$ cat config.mk
export PLATFORM = sky130hd
export DESIGN_NAME = sbrk_rom_loader
export DESIGN_NICKNAME = d
export VERILOG_FILES = /design/src/rtl/sbrk_rom_loader.sv
export SDC_FILE = /design/constraint.sdc
export NUM_CORES = 1
export LEC_CHECK = 0
export BUFFER_PORTS_ARGS = -buffer_cell sky130_fd_sc_hd__buf_4
export CAP_MARGIN = 10
export CORE_ASPECT_RATIO = 0.9
export CORE_MARGIN = 3
export CORE_UTILIZATION = 55
export DETAILED_ROUTE_END_ITERATION = 10
export HOLD_SLACK_MARGIN = 0.02
export PLACE_DENSITY = 0.84
export SYNTH_ARGS = -nofsm -noshare
export SYNTH_HDL_FRONTEND = slang
export SYNTH_SLANG_ARGS = --single-unit
$ cat constraint.sdc
create_clock -name clk_sys -period 2.9 [get_ports clk_sys]
set_input_delay 0.29 -clock clk_sys [delete_from_list [all_inputs] [get_ports clk_sys]]
set_output_delay 0.29 -clock clk_sys [all_outputs]
set_load 0.005 [all_outputs]
$ cat src/rtl/sbrk_rom_loader.sv
// sbrk_rom_loader: routes the HPS ROM download into Super Breakout ROM/PROM regions and holds the core in reset around loads
module sbrk_rom_loader #(
  parameter logic [16:0] PROG_END = 17'h01800,
  parameter logic [16:0] CHAR_END = 17'h01A00,
  parameter logic [16:0] PROM_END = 17'h01C00,
  parameter logic [15:0] HOLD_CYC = 16'd4096
) (
  input  logic        clk_sys,
  input  logic        Reset_n,
  input  logic        ioctl_download,
  input  logic        ioctl_wr,
  input  logic [16:0] ioctl_addr,
  input  logic [7:0]  ioctl_dout,
  input  logic        user_reset,
  output logic        prog_we,
  output logic        char_we,
  output logic        prom_we,
  output logic [12:0] dn_addr,
  output logic [7:0]  dn_data,
  output logic        core_reset_n,
  output logic        loaded,
  output logic        dl_error,
  output logic        mute
);
  localparam logic [1:0] BOOT = 2'd0;
  localparam logic [1:0] LOAD = 2'd1;
  localparam logic [1:0] HOLD = 2'd2;
  localparam logic [1:0] RUN  = 2'd3;
  logic [1:0]  state, state_n;
  logic        dl_q, rise, fall, acc, in_prog, in_char, in_prom, err_n, hold_done;
  logic [16:0] cnt, cnt_n;
  logic [15:0] hold_cnt;
  logic [12:0] off;
  // edge detect, region decode, byte count and next-state selection
  always_comb begin
    rise      = ioctl_download & ~dl_q;
    fall      = ~ioctl_download & dl_q & (state == LOAD);
    acc       = ioctl_wr & ((state == LOAD) | rise);
    in_prog   = ioctl_addr < PROG_END;
    in_char   = ~in_prog & (ioctl_addr < CHAR_END);
    in_prom   = ~in_prog & ~in_char & (ioctl_addr < PROM_END);
    off       = ioctl_addr[12:0] - (in_prog ? 13'd0 : in_char ? PROG_END[12:0] : CHAR_END[12:0]);
    cnt_n     = (rise ? 17'd0 : cnt) + {16'd0, acc};
    err_n     = (~rise & dl_error) | (acc & ~in_prog & ~in_char & ~in_prom) | (fall & (cnt_n < PROM_END));
    hold_done = (state == HOLD) & (hold_cnt == HOLD_CYC - 16'd1);
    state_n   = rise ? LOAD : fall ? HOLD : hold_done ? (loaded ? RUN : BOOT) : state;
  end
  // registered state, write strobes and reset/mute arbitration
  always_ff @(posedge clk_sys or negedge Reset_n) begin
    if (!Reset_n) begin
      state        <= BOOT;
      dl_q         <= 1'b0;
      cnt          <= 17'd0;
      hold_cnt     <= 16'd0;
      prog_we      <= 1'b0;
      char_we      <= 1'b0;
      prom_we      <= 1'b0;
      dn_addr      <= 13'd0;
      dn_data      <= 8'd0;
      core_reset_n <= 1'b0;
      loaded       <= 1'b0;
      dl_error     <= 1'b0;
      mute         <= 1'b1;
    end else begin
      state        <= state_n;
      dl_q         <= ioctl_download;
      cnt          <= cnt_n;
      hold_cnt     <= (state == HOLD) ? hold_cnt + 16'd1 : 16'd0;
      prog_we      <= acc & in_prog;
      char_we      <= acc & in_char;
      prom_we      <= acc & in_prom;
      dl_error     <= err_n;
      loaded       <= loaded | (fall & ~err_n);
      core_reset_n <= (state_n == RUN) & ~user_reset;
      mute         <= state_n != RUN;
      if (acc & (in_prog | in_char | in_prom)) begin
        dn_addr <= off;
        dn_data <= ioctl_dout;
      end
    end
  end
endmodule

==> Word-level counts from Yosys, hierarchy flattened <==
Index checks and enable logic that the tools add are counted.
{ "classes": {"addsub": 3, "n_lt_le_gt_ge": 4, "n_eq_ne": 5, "mux": 8, "n_bitwise": 33} }
{ "ops": {"columns": ["op", "count"], "rows": [
  ["< comparator 17 x 13 -> 1 bit, second input constant", 4],
  ["bitwise AND 1 bit", 19],
  ["adder 17 x 1 -> 17 bit", 1],
  ["two-way mux 17 bit", 1],
  ["adder 16 x 1 -> 16 bit, second input constant", 1],
  ["equality test 16 x 12 -> 1 bit, second input constant", 1],
  ["two-way mux 16 bit", 1],
  ["two-way mux 13 bit", 1],
  ["subtractor 13 bit", 1],
  ["two-way mux 10 bit", 1],
  ["two-way mux 2 bit", 4],
  ["NOT 1 bit", 8],
  ["bitwise OR 1 bit", 6],
  ["equality test 2 bit, second input constant", 2],
  ["equality test 2 x 1 -> 1 bit, second input constant", 1],
  ["!= test 2 bit, second input constant", 1]
]} }
{ "totals": {"register_bits": 64, "in_bits": 30, "out_inout_bits": 28} }

==> Depth between registers and ports, before layout <==
Gate-level depths: netlist of run 1.
{ "depth": {"word_depth": 13, "depth_mapped": 11, "ltp_nobuf": 10} }

==> Worst setup path after synthesis of run 1 <==
No wires, ideal clock.
{ "synth_timing": {"path_kind": "register to register", "start": "reg dl_q", "end": "reg loaded", "arrival_ns": 2.419, "t_required_ns": 2.771, "slack_ns": 0.351, "path_stages_with_launch": 12, "path_buffers": 1, "synth_period_minus_slack_ns": 2.549, "path_cell_list": "dfrtp_1 nor2b_1 clkbuf_1 o21ai_1 inv_1 ha_1 ha_1 nand2_1 nor3_1 nand3_1 a211o_1 o41a_1"} }
{ "synth_between": {"elab_chain_len": 12, "word_cells_on_any_way": 20, "cone_classes": "add/sub: 1; order compare: 1; mux: 1; bitwise: 17"} }
{ "synth_rtl": {"columns": ["element", "line_no", "text"], "rows": [
  ["start, declared", "30", "logic dl_q, rise, fall, acc, in_prog, in_char, in_prom, err_n, hold_done;"],
  ["start signal, assigned", "66", "dl_q <= ioctl_download;"],
  ["parallel branches: the longest is 10 deep, another holds adder 17 x 1 -> 17 bit", null, null],
  ["bitwise AND 1 bit *", "73", "loaded <= loaded | (fall & ~err_n);"],
  ["bitwise OR 1 bit *", "73", null],
  ["end signal, assigned", "73", null],
  ["end, declared", "21", "output logic loaded,"]
]} }
Every way passes the cells marked *.
A chain may end at the register's enable or synchronous reset.

==> Worst setup path in the final report of run 1 <==
{ "layout_timing": {"start": "reg state[1]", "end": "reg loaded"} }
{ "layout_between": {"elab_chain_len": 11, "word_cells_on_any_way": 15, "cone_classes": "add/sub: 1; order compare: 1; eq/ne: 1; bitwise: 12"} }
{ "layout_rtl": {"columns": ["element", "line_no", "text"], "rows": [
  ["start, declared", "29", "logic [1:0] state, state_n;"],
  ["start signal, assigned", "65", "state <= state_n;"],
  ["equality test 2 x 1 -> 1 bit *", "37, 38", null],
  ["parallel branches: the longest is 8 deep, another holds adder 17 x 1 -> 17 bit", null, null],
  ["bitwise AND 1 bit *", "73", null],
  ["bitwise OR 1 bit *", "73", null]
]} }
Marks and branches as above.

==> results of run 1 <==
==> cells in the final DEF (no fill, tap or decap), drive strengths merged, types with 2 or more instances in the layout <==
| master | count |
|---|---|
| nand2b | 5 |
| or4 | 3 |
| mux2i | 2 |
| nor4 | 3 |
| nand2 | 20 |
| and2 | 5 |
| nor2b | 3 |
| nand4 | 7 |
| or3 | 4 |
| inv | 10 |
| and3 | 4 |
| a21oi | 9 |
| o21ai | 11 |
| nor2 | 31 |
| o31ai | 2 |
| xor2 | 12 |
| and4 | 2 |
| a31oi | 3 |
| buf | 59 |
| clkinv | 2 |
| nand3 | 15 |
| nor3 | 6 |
| clkbuf | 13 |
| dfrtp | 63 |
| ha | 6 |
| mux2 | 17 |
| xnor2 | 13 |
==> final cells by class <==
type / instances / area [um^2]
Sequential cell: 64 / 1600
Timing Repair Buffer: 59 / 443
Fill cell: 368 / 1390
Multi-Input combinational cell: 194 / 1290
Inverter: 10 / 37.5
Clock inverter: 3 / 17.5
Clock buffer: 13 / 149
Tap cell: 65 / 81.3
==> flip-flops by register name, summed over array words and instances, names as in the netlist, 2 cells and up <==
register	cells
hold_cnt	16
cnt	17
dn_addr	13
state	2
dn_data	8
==> power by group <==
part           internal, mW  switching [mW]
sequential             1.02          0.0765
combinational         0.225           0.161
clock                 0.331           0.317
total                  1.58           0.554
==> how the worst min path moves through the flow <==
stage | to | cells past startpoint
final | dn_data[0] | 1
after global routing | dl_q | 1
after CTS | cnt[14] | 1
after detailed placement | hold_cnt[2] | 1
after global placement | hold_cnt[2] | 1
after floorplan | char_we | 0
==> routing by layer <==
metal	track usage [%]	part of all wire (%)	wire [um]	up-vias
met5	0	0	0	-
met4	5.99	1.1	66	0
met3	7.46	7.5	453	12
met2	35.3	49	2940	84
met1	25.8	42	2550	1067
li1	-	-	-	1086
==> logic make-up after synthesis <==
group                      count (synthesis)  synth area share (%)
AOI/OAI and AO/OA                         34                  7.47
DFF                                       64                  54.1
xor gates and xnor gates                  25                  7.39
buffers and inverters                     18                  2.53
and+or+nand+nor                          110                  18.8
muxes                                     19                  7.14
adders and majority gates                  6                  2.53
==> impl_results.md, run 1 <==
* Gpl congestion at between 0.8 and 0.9
* Syn Inst Count at between 200 and 300
* CTS Buf Count at 9
* Post-CTS setup buffer count at 0
* Final worst slack at approximately 220 ps
* Register-to-Register Setup Slack at roughly 220 ps
* CTS tree: built
* Vias in the first global route at roughly 2200
* Crit path capture type: flip-flop
* Initial antenna violation count at 0
* Rel. slew slack at 48.1%
* Placed cells at just under 400
* Worst Setup EP: loaded
* Worst Hold Class: input port to async pin
* Fin crit share at 92.3%
* Global-route wire length before repair at approximately 10000 um
* Diodes inserted at 0
* Ys Warns at 0
* Hold WS at ~34 ps
* Vias at 2249
* Main area contributors after synthesis: dfrtp_1, mux2_1, nor2_1
* Setup CP Type: flip-flop to flip-flop
* Worst path arrival time at between 2000 and 3000 ps
* Most common cell in the netlist: dfrtp_1
* Routed len/inst at 14.7 um
* Root Buffer: clkbuf_8
* Die Y at about 76 um
* CP Launch Point: state[1]
* Top FF cell, synth: dfrtp_1
* Share of cells above drive strength 1 at 23.3%
* Reg2reg end: loaded
* Seq/Total Area, Yosys at ~54%
* Largest net degree at the start of global routing at 65
* CP max stage cell: dfrtp_1
* Post-synth net total at approximately 310
* CTS Buffer Depth at 2
* Die area at ~0.0063 mm^2
* Post-cts resize count at 0
* Design Power at around 2.1 mW
* Bufs and invs on worst path at 1
* DRT Pass-1 Iters at 4
* Depth of the CTS H-tree at 3
* DP HPWL at approximately 4400 um
* Status: finished clean
* Cell mode on critical path: ha_1
* Fraction of registers with async set/reset at 100%
* Reg2Reg Depth at 10
* DR vias/cell at about 5.5
* Leak Pwr at about 1.7 nW
* CTS sink count at 64
* Final nets at 374
* Peak Freq at about 370 MHz
* Synthesis-to-finish area growth at 22.2%
* Syn_area_per_cell at 10.7 um^2
* Minimum clock period at 2680 ps
* Global route overflow at 0
* I/O Pins at just under 60
* CTS clk-pin slew, worst paths at around 70 ps
* Non-filler instance count after layout at around 400
* Synth top cells by count: dfrtp_1, nor2_1, nand2_1
* FF-to-FF Start: state[1]
* Core box area at between 0.005 and 0.006 mm^2
* CP required at 3100 ps
* Crit-path max cell delay at 440 ps
* Final instance area at between 0.003 and 0.004 mm^2
* Post-CTS Hold Buffers at 0
* Setup crit start kind: flip-flop
* Final Core Density at 72.2%
* Cell Chain, Critical Path: nor2b_1 > o21ai_1 > inv_1 > ha_1 > ha_1 > nand2_1 > nor3_2 > nand3_1 > a211o_1 > o41a_1
* Placed Area at between 0.003 and 0.004 mm^2
* Critical path's top delay family: simple AND/OR/NAND/NOR gates
* Crit path depth at 10
* Clk_lat worst skew at around 340 ps
* Post-synthesis instance area at about 0.003 mm^2
* Worst Tran Pin Value at 778 ps
* Chip Width at 83.4 um
* Area share of the largest cell type after synthesis at around 53%
* Initial Utilization at between 50% and 60%
* Slew Viols, Final at 0
* Yosys top cell by area: dfrtp_1
* Post-place setup slack at just over 200 ps
* Peak supply drop at 444 uV
* Flops & latches, synth at 64
* DRT antenna net count at 0
* Site Rows at 24
* DRC at 0
* Max Clock Skew at between 10 and 15 ps
* PwrDens at between 500 and 600 mW/mm^2
* Port-buffer cells at 57
* RSZ-0062 raised after global routing: false
* Routed WL at ~6000 um
* Initial drt markers at ~180
* Distinct cells, synth at 44
* Critical-path maximum fanout at 6
* Final hold vios at 0
* Number of enable flip-flop cells after synthesis at 0
* Total global-route track usage at 20.8%
* Setup violators final at 0
* Max Cap Viol at 0
* Total Neg Setup Slack at 0 ps
(Power assumes the default switching activity.)
==> run 2, diff against run 1 <==
--- a/config.mk
+++ b/config.mk
@@ -10,7 +10,9 @@
 export CORE_ASPECT_RATIO = 0.9
 export CORE_MARGIN = 3
 export CORE_UTILIZATION = 55
+export CTS_BUF_LIST = sky130_fd_sc_hd__clkbuf_8
 export DETAILED_ROUTE_END_ITERATION = 10
+export GPL_ROUTABILITY_DRIVEN = 1
 export HOLD_SLACK_MARGIN = 0.02
 export PLACE_DENSITY = 0.84
 export SYNTH_ARGS = -nofsm -noshare
==> impl_results.md, run 2 (synthesized netlist as in run 1, its figures left out) <==
* Status: finished clean (unchanged)
* CTS Buf Count at 9 (unchanged)
* Top Registers: cnt: 17 flops, hold_cnt: 16 flops, dn_addr: 13 flops (unchanged)
* PwrDens at 585 mW/mm^2 (was 588 mW/mm^2)
* Post-CTS setup buffer count at 0 (unchanged)
* Routed len/inst at 14.7 um (about the same)
* Final hold vios at 0 (unchanged)
* DR vias/cell at 5.47 (was 5.51)
* RSZ-0062 raised after global routing: false (unchanged)
* DP HPWL at 4370 um (unchanged)
* Largest net degree at the start of global routing at 65 (unchanged)
* Switch Pwr at 0.554 mW (about the same)
* CTS tree: built (unchanged)
* Gpl congestion at 0.824 (unchanged)
* Fin crit share at 91.8% (was 92.3%)
* Initial drt markers at 171 (was 184)
* Sw frac at 26.1% (was 26.0%)
* Vias in the first global route at 2211 (was 2212)
* Reg2Reg Depth at 10 (unchanged)
* Critical-path maximum fanout at 6 (unchanged)
* Final nets at 374 (unchanged)
* Post-CTS Hold Buffers at 0 (unchanged)
* Routed WL at 5980 um (was 6010 um)
* Post-cts resize count at 0 (unchanged)
* Initial antenna violation count at 0 (unchanged)
* Clk_lat worst skew at 340 ps (about the same)
* CP required at 3100 ps (about the same)
* CTS clk-pin slew, worst paths at 70 ps (about the same)
* Placed Area at 0.00345 mm^2 (unchanged)
* Synthesis-to-finish area growth at 22.2% (unchanged)
* Global route overflow at 0 (unchanged)
* I/O Pins at 58 (unchanged)
* Sequential Power Share at 51.7% (was 51.4%)
* Site Rows at 24 (unchanged)
* Total Neg Setup Slack at 0 ps (unchanged)
* Max Clock Skew at 12.3 ps (was 13.6 ps)
* Placed cells at 392 (unchanged)
* Final instance area at 0.00362 mm^2 (unchanged)
* Port-buffer cells at 57 (unchanged)
* Leak Pwr at 1.69 nW (was 1.68 nW)
* Setup crit start kind: flip-flop (unchanged)
* Peak supply drop at 447 uV (was 444 uV)
* Share of cells above drive strength 1 at 23.3% (unchanged)
* Reg2reg end: loaded (unchanged)
* Total global-route track usage at 20.9% (was 20.8%)
* Combinational share of power at 18.2% (was 18.1%)
* Worst path arrival time at 2870 ps (was 2880 ps)
* Number of flip-flops in the largest register at 17 (unchanged)
* Commonest non-fill, non-tap cells in the layout: dfrtp_1, buf_4, nor2_1, nand2_1, mux2_1 (unchanged)
* Die area at 0.00630 mm^2 (unchanged)
* Setup CP Type: flip-flop to flip-flop (unchanged)
* Diodes inserted at 0 (unchanged)
* CTS sink count at 64 (unchanged)
* Global-route wire length before repair at 10300 um (about the same)
* Non-filler instance count after layout at 408 (unchanged)
* Initial Utilization at 59.1% (unchanged)
* Slew Viols, Final at 0 (unchanged)
* Root Buffer: clkbuf_8 (unchanged)
* Clk pwr share at 30.0% (was 30.4%)
* Max Cap Viol at 0 (unchanged)
* Top reg by flops: cnt (unchanged)
* Worst Hold Class: input port to async pin (unchanged)
* Commonest non-fill, non-tap cell in the layout: dfrtp_1 (unchanged)
* DRT Pass-1 Iters at 4 (unchanged)
* Die Y at 75.6 um (unchanged)
* Register-to-Register Setup Slack at 240 ps (was 220 ps)
* Core box area at 0.00501 mm^2 (unchanged)
* Vias at 2231 (was 2249)
* CTS Buffer Depth at 2 (unchanged)
* Depth of the CTS H-tree at 3 (unchanged)
* Chip Width at 83.4 um (unchanged)
* Worst Tran Pin Value at 768 ps (was 778 ps)
* Crit path capture type: flip-flop (unchanged)
* DRC at 0 (unchanged)
* Rel. slew slack at 48.8% (was 48.1%)
* DRT antenna net count at 0 (unchanged)
* FF-to-FF Start: state[1] (unchanged)
* Peak Freq at 376 MHz (was 374 MHz)
* Int Power at 1.57 mW (was 1.58 mW)
* Setup violators final at 0 (unchanged)
* Minimum clock period at 2660 ps (was 2680 ps)
-- run 2: per-layer routing --
layer	part of all wire (%)	track usage, %
met5	0	0
met2	49	35.2
met3	7.8	7.46
met4	1.3	5.99
met1	42	25.9
-- run 2: worst max path at each step --
stage                        start      to  slack, ps
finish                    state[1]  loaded        240
global route                  dl_q  loaded         80
CTS                       state[1]  loaded        180
detailed placement        state[1]  loaded        200
global placement    ioctl_download  loaded        370
floorplan                     dl_q  loaded        350
-- run 2: worst max-delay path: stages (launching register included) --
cell and delay [ps]:
dfrtp_1 430, nor2b_1 180, o21ai_1 90, inv_1 110, ha_1 220, ha_1 280, nand2_1 120, nor3_2 300
nand3_1 170, a211o_1 320, o41a_1 320
-- run 2: power by group through the flow --
stage / logic, mW / clock network, mW / registers, mW
after floorplan: 0.145 / 0 / 1.11
after global placement: 0.379 / 0 / 1.10
after detailed placement: 0.393 / 0 / 1.11
after CTS: 0.395 / 0.655 / 1.09
after global routing: 0.428 / 0.702 / 1.11
final: 0.387 / 0.636 / 1.10
-- run 2: per-stage QoR --
stage | power [mW] | util (%) | setup WS (ps) | hold WS [ps]
detailed placement | 1.50 | 68.8 | 203 | 422
finish | 2.12 | 72.2 | 237 | 29.6
global placement | 1.48 | 68.8 | 367 | 419
floorplan | 1.25 | - | 351 | -5.59
CTS | 2.14 | 72.1 | 182 | 57.8
global route | 2.24 | 72.2 | 84.6 | 78.9
-- run 2: cell type report --
type                       instances  area [um^2]
sequential                        64         1600
clock inverter                     6         28.8
multi-input combinational        194         1290
tap                               65         81.3
fill                             368         1390
inverter                          10         37.5
timing repair buffer              59          443
clock buffer                      10          138
